$ cat src/rtl/rs_issue_scheduler.sv
// Oldest-first (or lowest-index) two-port issue picker for the ALU reservation station.
// Build option: define RS_AGE_ORDER_EN to pick by age matrix; otherwise lowest index wins.
module rs_issue_scheduler #(
    parameter int ENTRIES = 8,
    parameter int IDX_W   = $clog2(ENTRIES)
) (
    input  logic               clk,
    input  logic               reset_n,
    input  logic               flush,
    input  logic [1:0]         alloc_valid,
    input  logic [IDX_W-1:0]   alloc_idx0,
    input  logic [IDX_W-1:0]   alloc_idx1,
    input  logic [1:0]         alloc_fu,
    input  logic [ENTRIES-1:0] entry_ready,
    input  logic [1:0]         fu_rdy,
    output logic [1:0]         issue_valid,
    output logic [IDX_W-1:0]   issue_idx0,
    output logic [IDX_W-1:0]   issue_idx1,
    input  logic [1:0]         issue_ready,
    output logic [1:0]         release_valid,
    output logic [IDX_W:0]     occupancy
);

    logic [ENTRIES-1:0]      live_q, live_d, fu_q, fu_d;
    logic [ENTRIES-1:0]      held, busy, issued;
    logic [1:0][ENTRIES-1:0] cand, pick;
    logic [1:0][IDX_W-1:0]   pick_idx;
    logic [1:0]              load;

    // Handshake: port k transfers when issue_valid[k] && issue_ready[k]; a valid port keeps
    // issue_idx stable until that happens, and only then may a new grant be loaded.
    assign release_valid = issue_valid & issue_ready & {2{~flush}};

    always_comb begin
        held = '0;
        busy = live_q;
        if (issue_valid[0]) held[issue_idx0] = 1'b1;
        if (issue_valid[1]) held[issue_idx1] = 1'b1;
        if (issue_valid[0] && !issue_ready[0]) busy[issue_idx0] = 1'b1;
        if (issue_valid[1] && !issue_ready[1]) busy[issue_idx1] = 1'b1;
    end

    always_comb begin
        cand[0] = live_q & entry_ready & ~held & ~fu_q;
        cand[1] = live_q & entry_ready & ~held & fu_q;
    end

`ifdef RS_AGE_ORDER_EN
    // older_q[i][j] set means entry j was allocated before entry i.
    logic [ENTRIES-1:0] older_q [ENTRIES];
    logic [ENTRIES-1:0] older_d [ENTRIES];

    always_comb begin
        pick = '0;
        for (int k = 0; k < 2; k++) begin
            for (int i = 0; i < ENTRIES; i++) begin
                pick[k][i] = cand[k][i] && ((older_q[i] & cand[k]) == '0);
            end
        end
    end

    always_comb begin
        for (int i = 0; i < ENTRIES; i++) older_d[i] = older_q[i];
        if (flush) begin
            for (int i = 0; i < ENTRIES; i++) older_d[i] = '0;
        end else begin
            if (alloc_valid[0]) begin
                for (int i = 0; i < ENTRIES; i++) older_d[i][alloc_idx0] = 1'b0;
                older_d[alloc_idx0]             = live_q & ~issued;
                older_d[alloc_idx0][alloc_idx0] = 1'b0;
            end
            if (alloc_valid[1]) begin
                for (int i = 0; i < ENTRIES; i++) older_d[i][alloc_idx1] = 1'b0;
                older_d[alloc_idx1] = live_q & ~issued;
                if (alloc_valid[0]) older_d[alloc_idx1][alloc_idx0] = 1'b1;
                older_d[alloc_idx1][alloc_idx1] = 1'b0;
            end
        end
    end

    always_ff @(posedge clk or negedge reset_n) begin
        if (!reset_n) begin
            for (int i = 0; i < ENTRIES; i++) older_q[i] <= '0;
        end else begin
            for (int i = 0; i < ENTRIES; i++) older_q[i] <= older_d[i];
        end
    end
`else
    // Isolate the lowest set bit of each candidate vector.
    always_comb begin
        pick[0] = cand[0] & (~cand[0] + ENTRIES'(1));
        pick[1] = cand[1] & (~cand[1] + ENTRIES'(1));
    end
`endif

    always_comb begin
        pick_idx = '0;
        issued   = '0;
        load     = '0;
        for (int k = 0; k < 2; k++) begin
            load[k] = (!issue_valid[k] || issue_ready[k]) && fu_rdy[k] && (cand[k] != '0);
            for (int i = 0; i < ENTRIES; i++) begin
                if (pick[k][i]) pick_idx[k] = IDX_W'(i);
            end
            if (load[k]) issued = issued | pick[k];
        end
    end

    // Allocation is applied after the issue clear so a (illegal) reuse of a live slot wins.
    always_comb begin
        live_d = live_q & ~issued;
        fu_d   = fu_q;
        if (alloc_valid[0]) begin
            live_d[alloc_idx0] = 1'b1;
            fu_d[alloc_idx0]   = alloc_fu[0];
        end
        if (alloc_valid[1]) begin
            live_d[alloc_idx1] = 1'b1;
            fu_d[alloc_idx1]   = alloc_fu[1];
        end
        if (flush) live_d = '0;
    end

    always_ff @(posedge clk or negedge reset_n) begin
        if (!reset_n) begin
            live_q      <= '0;
            fu_q        <= '0;
            issue_valid <= '0;
            issue_idx0  <= '0;
            issue_idx1  <= '0;
        end else begin
            live_q <= live_d;
            fu_q   <= fu_d;
            if (flush) begin
                issue_valid <= '0;
            end else begin
                if (load[0]) begin
                    issue_valid[0] <= 1'b1;
                    issue_idx0     <= pick_idx[0];
                end else if (issue_ready[0]) begin
                    issue_valid[0] <= 1'b0;
                end
                if (load[1]) begin
                    issue_valid[1] <= 1'b1;
                    issue_idx1     <= pick_idx[1];
                end else if (issue_ready[1]) begin
                    issue_valid[1] <= 1'b0;
                end
            end
        end
    end

    // Held entries still own their RS slot until the handshake frees it.
    always_comb begin
        occupancy = '0;
        for (int i = 0; i < ENTRIES; i++) occupancy = occupancy + (IDX_W+1)'(live_q[i]);
        occupancy = occupancy + (IDX_W+1)'(issue_valid[0]) + (IDX_W+1)'(issue_valid[1]);
    end

    always_ff @(posedge clk) begin
        if (reset_n && !flush) begin
            if (alloc_valid[0])
                assert (!busy[alloc_idx0]) else $error("allocate to occupied slot %0d", alloc_idx0);
            if (alloc_valid[1])
                assert (!busy[alloc_idx1]) else $error("allocate to occupied slot %0d", alloc_idx1);
            if (alloc_valid == 2'b11)
                assert (alloc_idx0 != alloc_idx1) else $error("both dispatch slots name slot %0d", alloc_idx0);
        end
    end

endmodule

$ cat config.mk
export PLATFORM = sky130hd
export DESIGN_NAME = rs_issue_scheduler
export DESIGN_NICKNAME = d
export VERILOG_FILES = /design/src/rtl/rs_issue_scheduler.sv
export SDC_FILE = /design/constraint.sdc
export NUM_CORES = 1
export LEC_CHECK = 0
export CAP_MARGIN = 30
export CORE_MARGIN = 8
export CORE_UTILIZATION = 38
export DETAILED_ROUTE_END_ITERATION = 16
export SYNTH_ARGS = -nofsm -noshare
export SYNTH_HDL_FRONTEND = slang
export SYNTH_SLANG_ARGS = --single-unit
$ cat constraint.sdc
create_clock -name clk -period 3.1 [get_ports clk]
set_input_delay 0.62 -clock clk [delete_from_list [all_inputs] [get_ports clk]]
set_output_delay 0.62 -clock clk [all_outputs]
set_load 0.01 [all_outputs]
# Word-level counts from Yosys, hierarchy flattened
# Index checks and enable logic that the tools add are counted.
[totals]
register_bits = 24
inputBits = 25
out_inout_bits = 14
[classes]
add_sub_neg = 11
n_lt_le_gt_ge = 8
muxes = 38
n_bitwise = 19
n_reduce_logical = 18
[ops]
columns = ["operator", "count"]
rows = [
  ["8-bit 2-to-1 mux", 9],
  ["8-bit bitwise AND", 7],
  ["8-bit inverter", 5],
  ["3-bit 2-to-1 mux", 12],
  ["8-bit OR", 4],
  ["4-bit by 1-bit adder with 4-bit output", 6],
  ["8-bit by 1-bit adder with 8-bit output, second input constant", 2],
  ["8-bit bitwise mux", 2],
  ["3-bit by 4-bit less-than comparator with 1-bit output, second input constant", 4],
  ["8-bit nonzero test", 2],
  ["1-bit demux with 3-bit select", 4],
  ["3-bit by 1-bit greater-or-equal comparator with 1-bit output, second input constant", 4],
  ["1-bit 2-to-1 mux", 10],
  ["1-bit logical AND", 8],
  ["3-bit nonzero test", 2],
  ["3-bit by 1-bit adder with 4-bit output", 1],
  ["2-bit bitwise AND", 2],
  ["2-bit AND reduction", 2],
  ["2-bit by 1-bit adder with 3-bit output", 1],
  ["1-bit by 1-bit adder with 2-bit output", 1],
  ["1-bit zero test", 2],
  ["1-bit logical OR", 2],
  ["2-bit 2-to-1 mux", 1],
  ["1-bit inverter", 1],
]

# Logic depth before layout (Yosys ltp)
[depth]
depth_word = 23
mapped_depth = 9
depth_no_buf = 9

# Worst setup path after synthesis
# Ideal clock, no wire load.
[synth_timing]
path_type = "register -> output"
start = "reg issue_valid[0]"
end = "out occupancy[2]"
arrival_ns = 2.839
required_time_ns = 2.480
path_slack_ns = -0.359
stages_incl_launch_ff = 10
n_path_buf = 0
cell_sequence = "dfrtp_1 fa_1 fa_1 inv_1 fa_1 inv_1 ha_1 inv_1 fa_1 xnor2_1"
[synth_via]
elab_chain_cells = 2
[synth_lines]
columns = ["item", "line", "rtl"]
rows = [
  ["start: declaration", "16", "output logic [1:0] issue_valid,"],
  ["start signal: assignment", "128", "issue_valid <= '0;"],
  ["start signal: assignment", "135", "issue_valid <= '0;"],
  ["start signal: assignment", "138", "issue_valid[0] <= 1'b1;"],
  ["4-bit by 1-bit adder with 4-bit output (2 in a row)", "157", "occupancy = occupancy + (IDX_W+1)'(issue_valid[0]) + (IDX_W+1)'(issue_valid[1]);"],
  ["end: declaration", "21", "output logic [IDX_W:0] occupancy"],
]
# Every way passes these cells.

# Worst setup path in the final report
[layout_timing]
start = "reg live_q[7]"
end = "out occupancy[1]"
[layout_via]
elab_chain_cells = 3
[layout_lines]
columns = ["item", "line", "rtl"]
rows = [
  ["start: declaration", "24", "logic [ENTRIES-1:0] live_q, live_d, fu_q, fu_d;"],
  ["start signal: assignment", "132", "live_q <= live_d;"],
  ["4-bit by 1-bit adder with 4-bit output", "156", "for (int i = 0; i < ENTRIES; i++) occupancy = occupancy + (IDX_W+1)'(live_q[i]);"],
  ["4-bit by 1-bit adder with 4-bit output (2 in a row)", "157", ""],
]
# Every way passes these cells.

==> results.py <==
metrics = {
    "timing": {
        "final_period_minus_worst_setup_slack_ns": 3.73,
        "fin_tns_setup_ns": -1.93,
        "setup_viol_count_final": 4,
        "final_hold_slack_ns": 0.628,
        "maxSlewViolCount": 0,
        "slew_headroom_pct": 53.4,
        "fmax_mhz": 268,
        "period_share_pct": 120,
        "final_setup_margin_ns": -0.632,
        "rsz_0062_raised_after_global_routing": "yes",
        "hold_violations": 0,
        "worst_slew_pin_slew_ns": 0.693,
        "finalClockSkew_ns": 0.00206,
    },
    "global_routing": {
        "grt_remaining_overflow": 0,
        "global_route.usage.total_pct": 15.8,
        "number_of_antenna_violations_at_the_first_check_in_global_routing": 0,
        "via_count_of_the_first_global_routing_pass": 1975,
        "grt_max_degree": 25,
        "grt_pass1_wl_mm": 10.4,
    },
    "synth": {
        "synth-edff-count": 0,
        "asyncSetResetFlopFracSynth_pct": 100,
        "netlist_top_cells_area": "dfrtp_1 29%, fa_1 5.8%, mux2i_1 3.8%",
        "synth-warning-count": 0,
        "post-synth-top-area-cell": "dfrtp_1",
        "syn_avg_cell_area_um2": 9.49,
        "synthFlopType": "dfrtp_1",
        "netlist_area_mm2": 0.00209,
        "synth.ff_latch_count": 24,
        "post-synth-top-area-fraction_pct": 28.8,
        "synth_seq_area_share_pct": 28.8,
        "mappedNetlistNets": 253,
        "post_synth_num_cell_types": 56,
        "post_synth_inst_count": 220,
    },
    "run_status": {
        "run_status": "finished, violations left",
        "violations": "negative setup slack",
    },
    "worst_setup_path": {
        "critPathArrivalTime_ns": 3.11,
        "worstReg2RegEnd": "live_q[7]",
        "rrSetupSlack_ns": 0.68,
        "rr_startpoint": "issue_idx1[2]",
        "r2r_cells": 7,
        "maximum_net_fanout_on_the_critical_path": 2,
        "cp_slowest_cell": "fa_2",
        "crit_path_end_kind": "primary output",
        "critPathBufInv": 5,
        "timing.critical_path.cells": "fa_1 > fa_2 > inv_2 > fa_2 > inv_2 > ha_4 > inv_2 > fa_2 > inv_2 > buf_6",
        "worst_setup_path_type": "reg -> out",
        "worst_path_largest_cell_delay_ns": 0.56,
        "worst_path_dominant_cell_family": "adder cells",
        "most_common_cell_on_crit_path": "inv_2",
        "crit_path_start_kind": "register",
        "critPathRequiredTime_ns": 2.48,
    },
    "route": {
        "drt_pre_antenna_iters": 4,
        "total_wire_length_after_detailed_routing_mm": 6.23,
        "drcViolationCount": 0,
        "vias_per_cell": 5.82,
        "avg_wl_per_cell_um": 17.9,
        "detail_route.iter0.violations": 159,
        "detailroute.via_count": 2018,
        "ant_nets": 0,
    },
    "pwr": {
        "worst_ir_drop_vdd_mv": 0.277,
        "power.density_cell_area_mw_per_mm2": 441,
        "leakage_nw": 1.08,
        "design_power_total_w": 0.00122,
    },
    "floorplanning": {
        "die_y_um": 90.1,
        "floorplan.core_area_mm2": 0.00541,
        "ioPinCount": 39,
        "placement_rows": 27,
        "die-width_um": 90.1,
        "die-area_mm2": 0.00812,
        "initial_core_util_pct": 38.6,
    },
    "placement": {
        "number_of_input_and_output_port_buffers_inserted": 38,
        "sum_of_net_half_perimeters_after_detailed_placement_mm": 4.97,
        "place.gp.congestion": 0.928,
        "dp.cells": 340,
        "placed_area_mm2": 0.00266,
    },
    "finish": {
        "final_net_count": 309,
        "diodes": 0,
        "final.fill_count": 512,
        "post_layout_instance_count_excluding_filler_cells": 347,
        "drive_above_1_share_pct": 20.7,
        "synthToLayoutAreaGrowth_pct": 32.8,
        "final_design_area_no_fill_mm2": 0.00277,
    },
    "clock_tree": {
        "ctsHtreeMaxLevel": 1,
        "clock_sink_total": 24,
        "cts_inserted_buffers": 3,
        "holdBufCountCts": 0,
        "tritoncts": "done",
        "max-clock-path-buffers": 2,
        "clkLatencyLatePin_ns": 0.27,
        "clock-root-buffer": "clkbuf_8",
        "clk_pin_slew_worst_paths_ns": 0.09,
    },
    "min_path": {
        "min_from": "fu_q[4]",
        "min_path_cells": 2,
        "worst_hold_path.endpoint": "fu_q[4]",
        "worstHoldPathType": "reg -> reg",
    },
    "run": {
        "drv_cap": 0,
    },
}
==> registers in the layout, summed over array words and instances, names as in the netlist <==
| signal | flops |
|---|---|
| live_q | 8 |
| issue_valid | 2 |
| issue_idx0 | 3 |
| fu_q | 8 |
| issue_idx1 | 3 |
==> power breakdown <==
group / switching, W / internal [W]
clock: 0.000108 / 0.000173
combinational: 0.000195 / 0.000257
sequential: 0.000119 / 0.000370
total: 0.000422 / 0.000800
==> per-layer routing <==
metal  wire length (um)  up-vias  share of wire (%)  GRT usage (%)
met5                  0        -                  0              0
met4                130        0                2.1           4.85
met3                337       14                5.4           3.24
met2               2880       77                 46           24.5
met1               2880      961                 46           21.3
li1                   -      966                  -              -
==> synth_stat cells, types with 6 or more instances <==
library cell	instances
nor2b_1	6
and3_1	6
nand4b_1	8
mux2i_1	8
o21ai_0	6
nor3_1	8
nand3_1	9
inv_1	9
nand2_1	21
nor2_1	13
dfrtp_1	24
a21oi_1	9
nand4_1	11
fa_1	6
==> through the flow <==
step,utilization [%],setup WS (ns)
final,51.3,-0.632
after global routing,51.3,-0.728
after CTS,50.9,-0.665
after detailed placement,49.3,-0.726
after global placement,49.3,-0.696
after floorplan,-,-0.224
==> how the worst max path moves through the flow <==
stage | start | to | slack, ns | cells past startpoint
2_1_floorplan | issue_valid[1] | occupancy[1] | -0.22 | 9
3_3_place_gp | live_q[3] | occupancy[2] | -0.70 | 10
3_5_place_dp | live_q[3] | occupancy[2] | -0.73 | 10
4_1_cts | issue_valid[0] | occupancy[1] | -0.67 | 10
5_1_grt | live_q[7] | occupancy[1] | -0.73 | 10
6_report | live_q[7] | occupancy[1] | -0.63 | 10
==> timing repair <==
action / in CTS / in global routing
pin swaps: 6 / 3
gates resized for setup: 24 / 1
setup buffers: 1 / 2
setup endpoints to repair: 4 / 4
==> cell families after synthesis <==
group / share of synthesized area [%]
AND/OR/NAND/NOR: 43.5
AO/OA/AOI/OAI: 12.5
flip-flops: 28.8
buffers and inverters: 2.34
multiplexers: 5.46
adder cells (fa/ha/maj): 6.95
XOR/XNOR: 0.420
==> cell type report <==
type / count / area [um^2] / share of cell area (%)
inverter: 9 / 33.8 / 1.22
sequential: 24 / 603 / 21.8
multi-input combinational: 183 / 1470 / 53.0
clock inverter: 1 / 30.0 / 1.08
timing repair buffer: 55 / 504 / 18.2
clock buffer: 3 / 41.3 / 1.49
tap: 72 / 90.1 / 3.25
==> cell usage in the layout, fill, tap and decap left out, drive strengths merged, types with 4 or more instances in the layout <==
| cell type | netlist | layout |
|---|---|---|
| dfrtp | 24 | 24 |
| fa | 6 | 6 |
| buf | 1 | 21 |
| nor3 | 9 | 9 |
| o21ai | 7 | 7 |
| nor2 | 14 | 14 |
| mux2i | 8 | 8 |
| nand4b | 8 | 8 |
| nand4 | 11 | 11 |
| clkdlybuf4s50 | 0 | 34 |
| and4b | 5 | 5 |
| nor4b | 8 | 8 |
| nand2b | 4 | 4 |
| nor4 | 6 | 6 |
| nand3 | 9 | 9 |
| a31oi | 5 | 5 |
| and4bb | 4 | 4 |
| nor2b | 6 | 6 |
| and2 | 4 | 4 |
| nor3b | 4 | 4 |
| and3 | 6 | 6 |
| inv | 9 | 9 |
| nand2 | 21 | 21 |
| a21oi | 9 | 9 |
==> worst reg2reg max path, stage by stage (launching register included) <==
cell      delay (ns)
dfrtp_1         0.52
nor4b_4         0.36
nor4_1          0.09
buf_4           0.16
nor4_2          0.59
nand4_1         0.22
o311ai_1        0.17
a31oi_1         0.16
(Power assumes the default switching activity.)
